==> src/rtl/prog_loader.sv <==
// rtl/prog_loader.sv - byte-stream loader framing RV32I text/data images into word writes
// Optional build macro: LOADER_TIMEOUT_EN (inter-byte timeout, err_code 3).
module prog_loader #(
  parameter int unsigned TEXT_ORG       = 'h0,
  parameter int unsigned TEXT_LENGTH    = 'h400,
  parameter int unsigned DATA_ORG       = 'h500,
  parameter int unsigned DATA_LENGTH    = 'h400,
  parameter logic [7:0]  SYNC_BYTE      = 8'hA5,
  parameter int unsigned TIMEOUT_CYCLES = 1000
) (
  input  logic        clk,
  input  logic        rst,
  input  logic        in_valid,
  input  logic [7:0]  in_data,
  output logic        in_ready,
  output logic        mem_we,
  output logic        mem_seg,
  output logic [31:0] mem_addr,
  output logic [31:0] mem_wdata,
  output logic        core_hold,
  output logic        done,
  output logic        err,
  output logic [1:0]  err_code
);

  localparam logic [31:0] TEXT_ORG_W = 32'(TEXT_ORG);
  localparam logic [31:0] DATA_ORG_W = 32'(DATA_ORG);
  localparam logic [31:0] TEXT_LEN_W = 32'(TEXT_LENGTH);
  localparam logic [31:0] DATA_LEN_W = 32'(DATA_LENGTH);

  typedef enum logic [2:0] {
    S_IDLE, S_SEG, S_CNT_LO, S_CNT_HI, S_DATA, S_CHK
  } state_t;

  state_t      state, state_n;
  logic        seg;
  logic [15:0] cnt;
  logic [15:0] idx;
  logic [1:0]  bcnt;
  logic [23:0] word_lo;
  logic [7:0]  xsum;

  logic        do_write, do_done, do_err, hold_set;
  logic [1:0]  err_code_n;
  logic        timeout;
  logic [31:0] frame_bytes;
  logic [31:0] seg_limit;

  // The link is never back-pressured; memory takes one write per cycle.
  assign in_ready = 1'b1;

  // Requested byte count of the frame, available while the count high byte is on the bus.
  assign frame_bytes = {14'd0, in_data, cnt[7:0], 2'b00};
  assign seg_limit   = seg ? DATA_LEN_W : TEXT_LEN_W;

`ifdef LOADER_TIMEOUT_EN
  logic [31:0] tcnt;

  // Counts idle cycles inside a frame; any accepted byte or return to IDLE restarts it.
  always_ff @(posedge clk) begin
    if (rst || state == S_IDLE || in_valid || timeout) tcnt <= 32'd0;
    else                                                tcnt <= tcnt + 32'd1;
  end

  assign timeout = (state != S_IDLE) && !in_valid && (tcnt == 32'(TIMEOUT_CYCLES - 1));
`else
  assign timeout = 1'b0 & (TIMEOUT_CYCLES != 0);
`endif

  // Frame parser: next state plus the one-cycle write/done/err decisions.
  always_comb begin
    state_n    = state;
    do_write   = 1'b0;
    do_done    = 1'b0;
    do_err     = 1'b0;
    err_code_n = 2'd0;
    hold_set   = 1'b0;
    if (timeout) begin
      do_err     = 1'b1;
      err_code_n = 2'd3;
      state_n    = S_IDLE;
    end else if (in_valid) begin
      case (state)
        S_IDLE: if (in_data == SYNC_BYTE) state_n = S_SEG;
        S_SEG: begin
          if (in_data[7:1] == 7'd0) begin
            state_n = S_CNT_LO;
          end else begin
            do_err     = 1'b1;
            err_code_n = 2'd0;
            state_n    = S_IDLE;
          end
        end
        S_CNT_LO: state_n = S_CNT_HI;
        S_CNT_HI: begin
          if (frame_bytes > seg_limit) begin
            do_err     = 1'b1;
            err_code_n = 2'd1;
            state_n    = S_IDLE;
          end else if ({in_data, cnt[7:0]} == 16'd0) begin
            state_n = S_CHK;
          end else begin
            hold_set = 1'b1;
            state_n  = S_DATA;
          end
        end
        S_DATA: begin
          if (bcnt == 2'd3) begin
            do_write = 1'b1;
            if (16'(idx + 16'd1) == cnt) state_n = S_CHK;
          end
        end
        S_CHK: begin
          if (in_data == xsum) begin
            do_done = 1'b1;
          end else begin
            do_err     = 1'b1;
            err_code_n = 2'd2;
          end
          state_n = S_IDLE;
        end
        default: state_n = S_IDLE;
      endcase
    end
  end

  // State register.
  always_ff @(posedge clk) begin
    if (rst) state <= S_IDLE;
    else     state <= state_n;
  end

  // Frame datapath: running XOR, counters, word assembly and registered outputs.
  always_ff @(posedge clk) begin
    if (rst) begin
      seg       <= 1'b0;
      cnt       <= 16'd0;
      idx       <= 16'd0;
      bcnt      <= 2'd0;
      word_lo   <= 24'd0;
      xsum      <= 8'd0;
      mem_we    <= 1'b0;
      mem_seg   <= 1'b0;
      mem_addr  <= 32'd0;
      mem_wdata <= 32'd0;
      core_hold <= 1'b1;
      done      <= 1'b0;
      err       <= 1'b0;
      err_code  <= 2'd0;
    end else begin
      mem_we   <= do_write;
      done     <= do_done;
      err      <= do_err;
      err_code <= do_err ? err_code_n : 2'd0;
      if (hold_set)     core_hold <= 1'b1;
      else if (do_done) core_hold <= 1'b0;
      if (do_write) begin
        mem_seg   <= seg;
        mem_addr  <= (seg ? DATA_ORG_W : TEXT_ORG_W) + {14'd0, idx, 2'b00};
        mem_wdata <= {in_data, word_lo};
      end
      if (in_valid) begin
        case (state)
          S_IDLE: if (in_data == SYNC_BYTE) xsum <= 8'd0;
          S_SEG: begin
            xsum <= xsum ^ in_data;
            if (in_data[7:1] == 7'd0) seg <= in_data[0];
          end
          S_CNT_LO: begin
            xsum     <= xsum ^ in_data;
            cnt[7:0] <= in_data;
          end
          S_CNT_HI: begin
            xsum      <= xsum ^ in_data;
            cnt[15:8] <= in_data;
            idx       <= 16'd0;
            bcnt      <= 2'd0;
          end
          S_DATA: begin
            xsum <= xsum ^ in_data;
            bcnt <= bcnt + 2'd1;
            case (bcnt)
              2'd0:    word_lo[7:0]   <= in_data;
              2'd1:    word_lo[15:8]  <= in_data;
              2'd2:    word_lo[23:16] <= in_data;
              default: idx            <= idx + 16'd1;
            endcase
          end
          default: ;
        endcase
      end
    end
  end

endmodule

==> config.mk <==
export PLATFORM = sky130hd
export DESIGN_NAME = prog_loader
export DESIGN_NICKNAME = d
export VERILOG_FILES = /design/src/rtl/prog_loader.sv
export SDC_FILE = /design/constraint.sdc
export NUM_CORES = 1
export LEC_CHECK = 0
export BUFFER_PORTS_ARGS = -buffer_cell sky130_fd_sc_hd__buf_4
export CAP_MARGIN = 10
export CORE_MARGIN = 5
export CORE_UTILIZATION = 30
export DETAILED_ROUTE_END_ITERATION = 16
export PLACE_DENSITY_LB_ADDON = 0.08
export SETUP_SLACK_MARGIN = 0.1
export SYNTH_ARGS = -nofsm -noshare
export SYNTH_HDL_FRONTEND = slang
export SYNTH_SLANG_ARGS = --single-unit
==> constraint.sdc <==
create_clock -name clk -period 3.6 [get_ports clk]
set_input_delay 0.36 -clock clk [delete_from_list [all_inputs] [get_ports clk]]
set_output_delay 0.36 -clock clk [all_outputs]
set_load 0.05 [all_outputs]
==> metrics, run 1 <==
WP data arrival=2.92 ns; HP Start=in_data[1]; first-pass GRT wire length=25.9 mm; worst r2r src=state[2]; core box area=18800 µm²; setup bufs post-CTS=0; worst reg-to-reg path cell count=4; Gate Count Post-Synth=733; largest net degree at the start of global routing=86; root buf cell=clkbuf_16; CTS H-tree depth=4; Worst-path clk slew=0.06 ns; LEAKAGE=about 2.4 nW; synth cell count leaders=142 x nand2_1, 126 x dfxtp_1, 113 x a21oi_1; total power=~0.0032 W; Final min period=2.57 ns; fin crit share=71.4%; num ports=83; relative max-transition margin=19.4%; YS warnings=0; Vias per Instance=4.83; CTS sink cnt=126; DP HPWL=10.7 mm; RR Endpoint=idx[12]; Worst-Skew Late Latency=between 0.4 and 0.5 ns; post-synth top area share=a little over two fifths; dominant synthesized flop cell=dfxtp_1; Hold Fails Final Rpt=0; CP Class=flip-flop to flip-flop; Worst Setup Start Kind=flip-flop; Seq/Total Area, Yosys=43.8%; final slew viol count=0; fraction of layout cells with a size suffix above 1=14.7%; Via Count=4997; Slowest-stage cell, CP=or3b_2; nets@finish=781; FFs w/ async S/R, synth=0%; Die X=around 150 µm; syn_area_per_cell=a little under 8 µm²; Die ar.=22100 µm²; # resized after CTS=0; Fillers=1997; Netlist cell types=50; DR pass1 iterations=5; Critical Path Max Stage Delay=0.61 ns; grt total ovfl=0; Worst Tran Pin Value=1.21 ns; area grow syn2layout=19.9%; Final ANT Viol Nets=0; power per cell area=465 nW/µm²; Initial Utilization=a little under a third; unrepaired setup endpoints after global routing=no; CP Buf/Inv Count=0; number of flops mapped to enable cells by yosys=0; clk buf depth=2; DR WL/cell=15.3 µm; largest cells by area after synthesis=dfxtp_1 44%, a21oi_1 9.8%, nand2_1 9.2%; 1st-iter DRT viols=311; VDD IR max=316 µV; # diodes=0; DRC viols=0; setup TNS=0 ns; vias in the first global route=4885; Final GP Congestion=0.747; Max Cap Viol=0; WP data required=3.95 ns; drt total wl=15.8 mm; die height=149 µm; setup violators final=0; Crit Path Max Fanout=15; CTS Hold Buffers Added=0; Hold Crit Depth=3; most frequent cell after synthesis=nand2_1; total CTS buffers=17; antenna violations before repair=0; status=completed; Cell Area, Synth=5770 µm²; Yosys reg bits=126; hold endpoint=mem_wdata[25]; CTS tree=done; row cnt=50; area leader, netlist=dfxtp_1; global-route usage over all layers=14.6%; cell family with most CP delay=simple AND/OR/NAND/NOR gates; f_max=389 MHz; R2R Setup Slk=between 1 and 1.5 ns; HP Class=primary input to flip-flop; CP cell instances=nor3b_2 > nand3_1 > or3b_2 > a21oi_1; port bufs=66; clk_skew=0.0167 ns; Crit. End Element=flip-flop
-- placed cells by master, fill, tap and decap left out, types with 3 or more instances in the layout --
cell type	n
nor3_1	11
xor2_1	8
or3b_2	4
or3_1	13
clkinvlp_4	5
nor2_1	52
clkinv_4	3
and2_1	4
nand3_1	33
clkbuf_16	17
and3_1	4
o21ai_0	24
nand3b_1	9
a31oi_1	4
nand2_1	142
buf_4	71
a21oi_1	113
nand2b_1	5
inv_1	6
ha_1	9
dfxtp_1	126
mux2i_1	11
nand4_1	9
xnor2_1	26
and4_1	4
a211oi_1	7
conb_1	16
-- how the worst max path moves through the flow --
stage               endpoint       start  cells past startpoint
2_1_floorplan       state[0]  in_data[3]                      7
3_3_place_gp          idx[3]    state[2]                      4
3_5_place_dp   mem_wdata[30]    state[2]                      5
4_1_cts        mem_wdata[17]    state[2]                      5
5_1_grt        mem_wdata[18]    state[2]                      5
6_report             idx[12]    state[2]                      4
-- worst register-to-register path: stages, from the launching register on --
cell	delay (ns)
dfxtp_1	0.60
nor3b_2	0.59
nand3_1	0.54
or3b_2	0.62
a21oi_1	0.15
-- per-layer routing --
metal | wire length (µm) | vias up | track usage, %
met4 | 211 | 0 | 5.68
met5 | 0 | - | 0
met3 | 820 | 13 | 3.38
li1 | - | 2532 | -
met1 | 7540 | 2351 | 19.8
met2 | 7220 | 101 | 22.7
-- through the flow --
step / hold slack [ns] / area, µm² / setup slack, ns / util (%) / cells
detailed placement: 0.450 / 6320 / 1.04 / 33.6 / 1002
finish: 0.271 / 6910 / 1.03 / 36.7 / 1034
CTS: 0.258 / 6910 / 1.04 / 36.7 / 1034
global route: 0.276 / 6910 / 0.723 / 36.7 / 1034
global placement: 0.447 / 6320 / 1.13 / 33.6 / 1002
floorplan: 0.432 / 5820 / 1.39 / - / 747
-- area by class of cell --
type                       count  area (µm²)  share of cell area [%]
clock inverter                12         138                    1.99
tap                          260         325                    4.71
clock buffer                  20         457                    6.61
inverter                       6        22.5                   0.326
sequential                   126        2520                    36.5
timing repair buffer          71         533                    7.71
multi-input combinational    539        2920                    42.2
-- where the power goes --
| part | internal, W | switching, W |
|---|---|---|
| sequential | 0.00139 | 0.0000000788 |
| clock | 0.00106 | 0.000659 |
| combinational | 0.0000140 | 0.0000869 |
| total | 0.00247 | 0.000746 |
-- registers in the layout, indices dropped and copies added, names as in the netlist, 2 cells and up --
register   flops
mem_wdata     32
word_lo       24
mem_addr      17
cnt           16
idx           16
xsum           8
state          3
bcnt           2
err_code       2
-- logic make-up (layout without fill, tap and decap cells) --
| group | after synthesis | in the layout | synth area share (%) |
|---|---|---|---|
| AO/OA/AOI/OAI | 162 | 162 | 15.3 |
| XOR/XNOR | 34 | 34 | 5.17 |
| adder cells (fa/ha/maj) | 9 | 9 | 1.95 |
| buffers and inverters | 82 | 109 | 6.60 |
| flip-flops | 126 | 126 | 43.8 |
| multiplexers | 11 | 11 | 1.91 |
| other | 2 | 16 | 0.130 |
| AND/OR/NAND/NOR | 307 | 307 | 25.2 |
No activity file was read; power rests on OpenSTA's default activity.
==> run 2, diff against run 1 <==
==> constraint.sdc (replaced) <==
create_clock -name clk -period 2.35 [get_ports clk]
set_input_delay 0.235 -clock clk [delete_from_list [all_inputs] [get_ports clk]]
set_output_delay 0.235 -clock clk [all_outputs]
set_load 0.05 [all_outputs]
==> metrics, run 2 (same netlist as run 1, synthesis figures left out) <==
WP data arrival=2.42 ns (-0.50 ns); fraction of layout cells with a size suffix above 1=17.0% (+2.3 points); grt total ovfl=0 (unchanged); Crit Path Max Fanout=8 (-7); root buf cell=clkbuf_16; CTS Hold Buffers Added=0 (unchanged); 1st-iter DRT viols=267 (-14%); DRC viols=0 (unchanged); DR WL/cell=15.5 µm (+1.3%); port bufs=66 (unchanged); relative max-transition margin=66.6% (+47 points); first-pass GRT wire length=26.1 mm (+0.72%); Worst-path clk slew=0.06 ns (about the same); Top reg by flops=mem_wdata; die height=149 µm (unchanged); CTS sink cnt=126 (unchanged); setup TNS=0 ns (unchanged); vias in the first global route=4880 (-0.10%); R2R Setup Slk=0.24 ns (-0.79 ns); area grow syn2layout=24.0%; top flop regs=mem_wdata: 32 flops, word_lo: 24 flops, mem_addr: 17 flops; Critical Path Max Stage Delay=0.44 ns (-0.17 ns); DR pass1 iterations=5 (unchanged); setup violators final=0 (unchanged); Worst Setup Start Kind=flip-flop; clk buf depth=2 (unchanged); total CTS buffers=17 (unchanged); post-layout util=38.0% (+1.3 points); num ports=83 (unchanged); worst r2r src=idx[0]; DP HPWL=11.1 mm (+3.1%); LEAKAGE=2.56 nW (+6.4%); # diodes=0 (unchanged); HP Class=primary input to flip-flop; most common cell after layout, fill and taps aside=nand2_1; Vias per Instance=4.80 (-0.75%); Crit. End Element=flip-flop; Final min period=2.11 ns (-0.462 ns); CP cell instances=ha_1 > and3_1 > and4_1 > xor2_1 > o211ai_1 > mux2i_1 > o41ai_1; Final GP Congestion=0.804 (+7.7%); clk_skew=0.00722 ns (-0.00949 ns); VDD IR max=499 µV (+58%); Hold Crit Depth=2 (-1); CTS H-tree depth=4 (unchanged); core box area=18800 µm² (unchanged); f_max=475 MHz (+22%); Final ANT Viol Nets=0 (unchanged); drt total wl=16.3 mm (+3.4%); Die ar.=22100 µm² (unchanged); fin crit share=89.7% (+18 points); status=completed; power per cell area=735 nW/µm² (+58%); WP data required=2.66 ns (-1.29 ns); max reg flops=32 (unchanged); CTS tree=done; Max Cap Viol=0 (unchanged); # resized after CTS=0 (unchanged); nets@finish=802 (+2.7%); Worst-Skew Late Latency=0.42 ns (about the same); Via Count=5060 (+1.3%); Initial Utilization=30.6% (unchanged); global-route usage over all layers=14.9% (+0.21 points); most frequent cells in the layout=142 x nand2_1, 126 x dfxtp_1, 113 x a21oi_1; RR Endpoint=state[0]; HP Start=rst; Die X=149 µm (unchanged); final slew viol count=0 (unchanged); worst reg-to-reg path cell count=7 (+3); Hold WS=0.160 ns (-0.111 ns); unrepaired setup endpoints after global routing=no; largest net degree at the start of global routing=110 (+28%); Slowest-stage cell, CP=dfxtp_1; Worst Tran Pin Value=0.501 ns (-0.709 ns); Hold Fails Final Rpt=0 (unchanged); setup bufs post-CTS=0 (unchanged); row cnt=50 (unchanged); antenna violations before repair=0 (unchanged); CP Class=flip-flop to flip-flop; hold endpoint=state[1]
==> run 2: where the power goes <==
| group | leakage [nW] | internal [W] | switching [W] | total [W] |
|---|---|---|---|---|
| clock | 0.318 | 0.00195 | 0.00101 | 0.00296 |
| sequential | 1.01 | 0.00214 | 0.000000113 | 0.00214 |
| combinational | 1.23 | 0.0000281 | 0.000137 | 0.000165 |
==> run 2: per-layer routing <==
| metal | track usage, % | up-vias | part of all wire [%] |
|---|---|---|---|
| met1 | 19.5 | 2393 | 47 |
| met5 | 0 | - | 0 |
| met2 | 24.3 | 83 | 48 |
| met3 | 3.72 | 17 | 3.8 |
| li1 | - | 2567 | - |
| met4 | 4.11 | 0 | 1.1 |
==> run 2: cell type report <==
| type | count | area [µm²] |
|---|---|---|
| Fill cell | 1943 | 11700 |
| Multi-Input combinational cell | 539 | 2920 |
| Sequential cell | 126 | 2520 |
| Timing Repair Buffer | 92 | 703 |
| Clock buffer | 20 | 457 |
| Tap cell | 260 | 325 |
| Clock inverter | 12 | 205 |
| Inverter | 6 | 22.5 |
==> run 2: worst max path at each step <==
| stage | slack, ns | start | to |
|---|---|---|---|
| 2_1_floorplan | 0.27 | in_data[3] | state[0] |
| 3_3_place_gp | 0.18 | in_data[1] | state[0] |
| 3_5_place_dp | 0.17 | in_data[1] | state[0] |
| 4_1_cts | 0.25 | idx[0] | state[0] |
| 5_1_grt | 0.11 | idx[4] | state[0] |
| 6_report | 0.24 | idx[0] | state[0] |
==> run 2: worst max-delay path: cells and delay by family, from the launching register on <==
kind / cells / cell delay, ns
simple gates: 2 / 0.63
compound gates: 2 / 0.53
flops: 1 / 0.44
fa+ha+maj: 1 / 0.20
xor+xnor: 1 / 0.11
mux: 1 / 0.11
==> run 2: metrics by stage <==
stage | total power, W | setup WS, ns | std cells | cell area (µm²)
after CTS | 0.00532 | 0.251 | 1055 | 7150
final | 0.00526 | 0.243 | 1055 | 7150
after global routing | 0.00543 | 0.112 | 1055 | 7150
after floorplan | 0.00232 | 0.270 | 747 | 5820
after global placement | 0.00235 | 0.178 | 1023 | 6490
after detailed placement | 0.00235 | 0.172 | 1023 | 6490
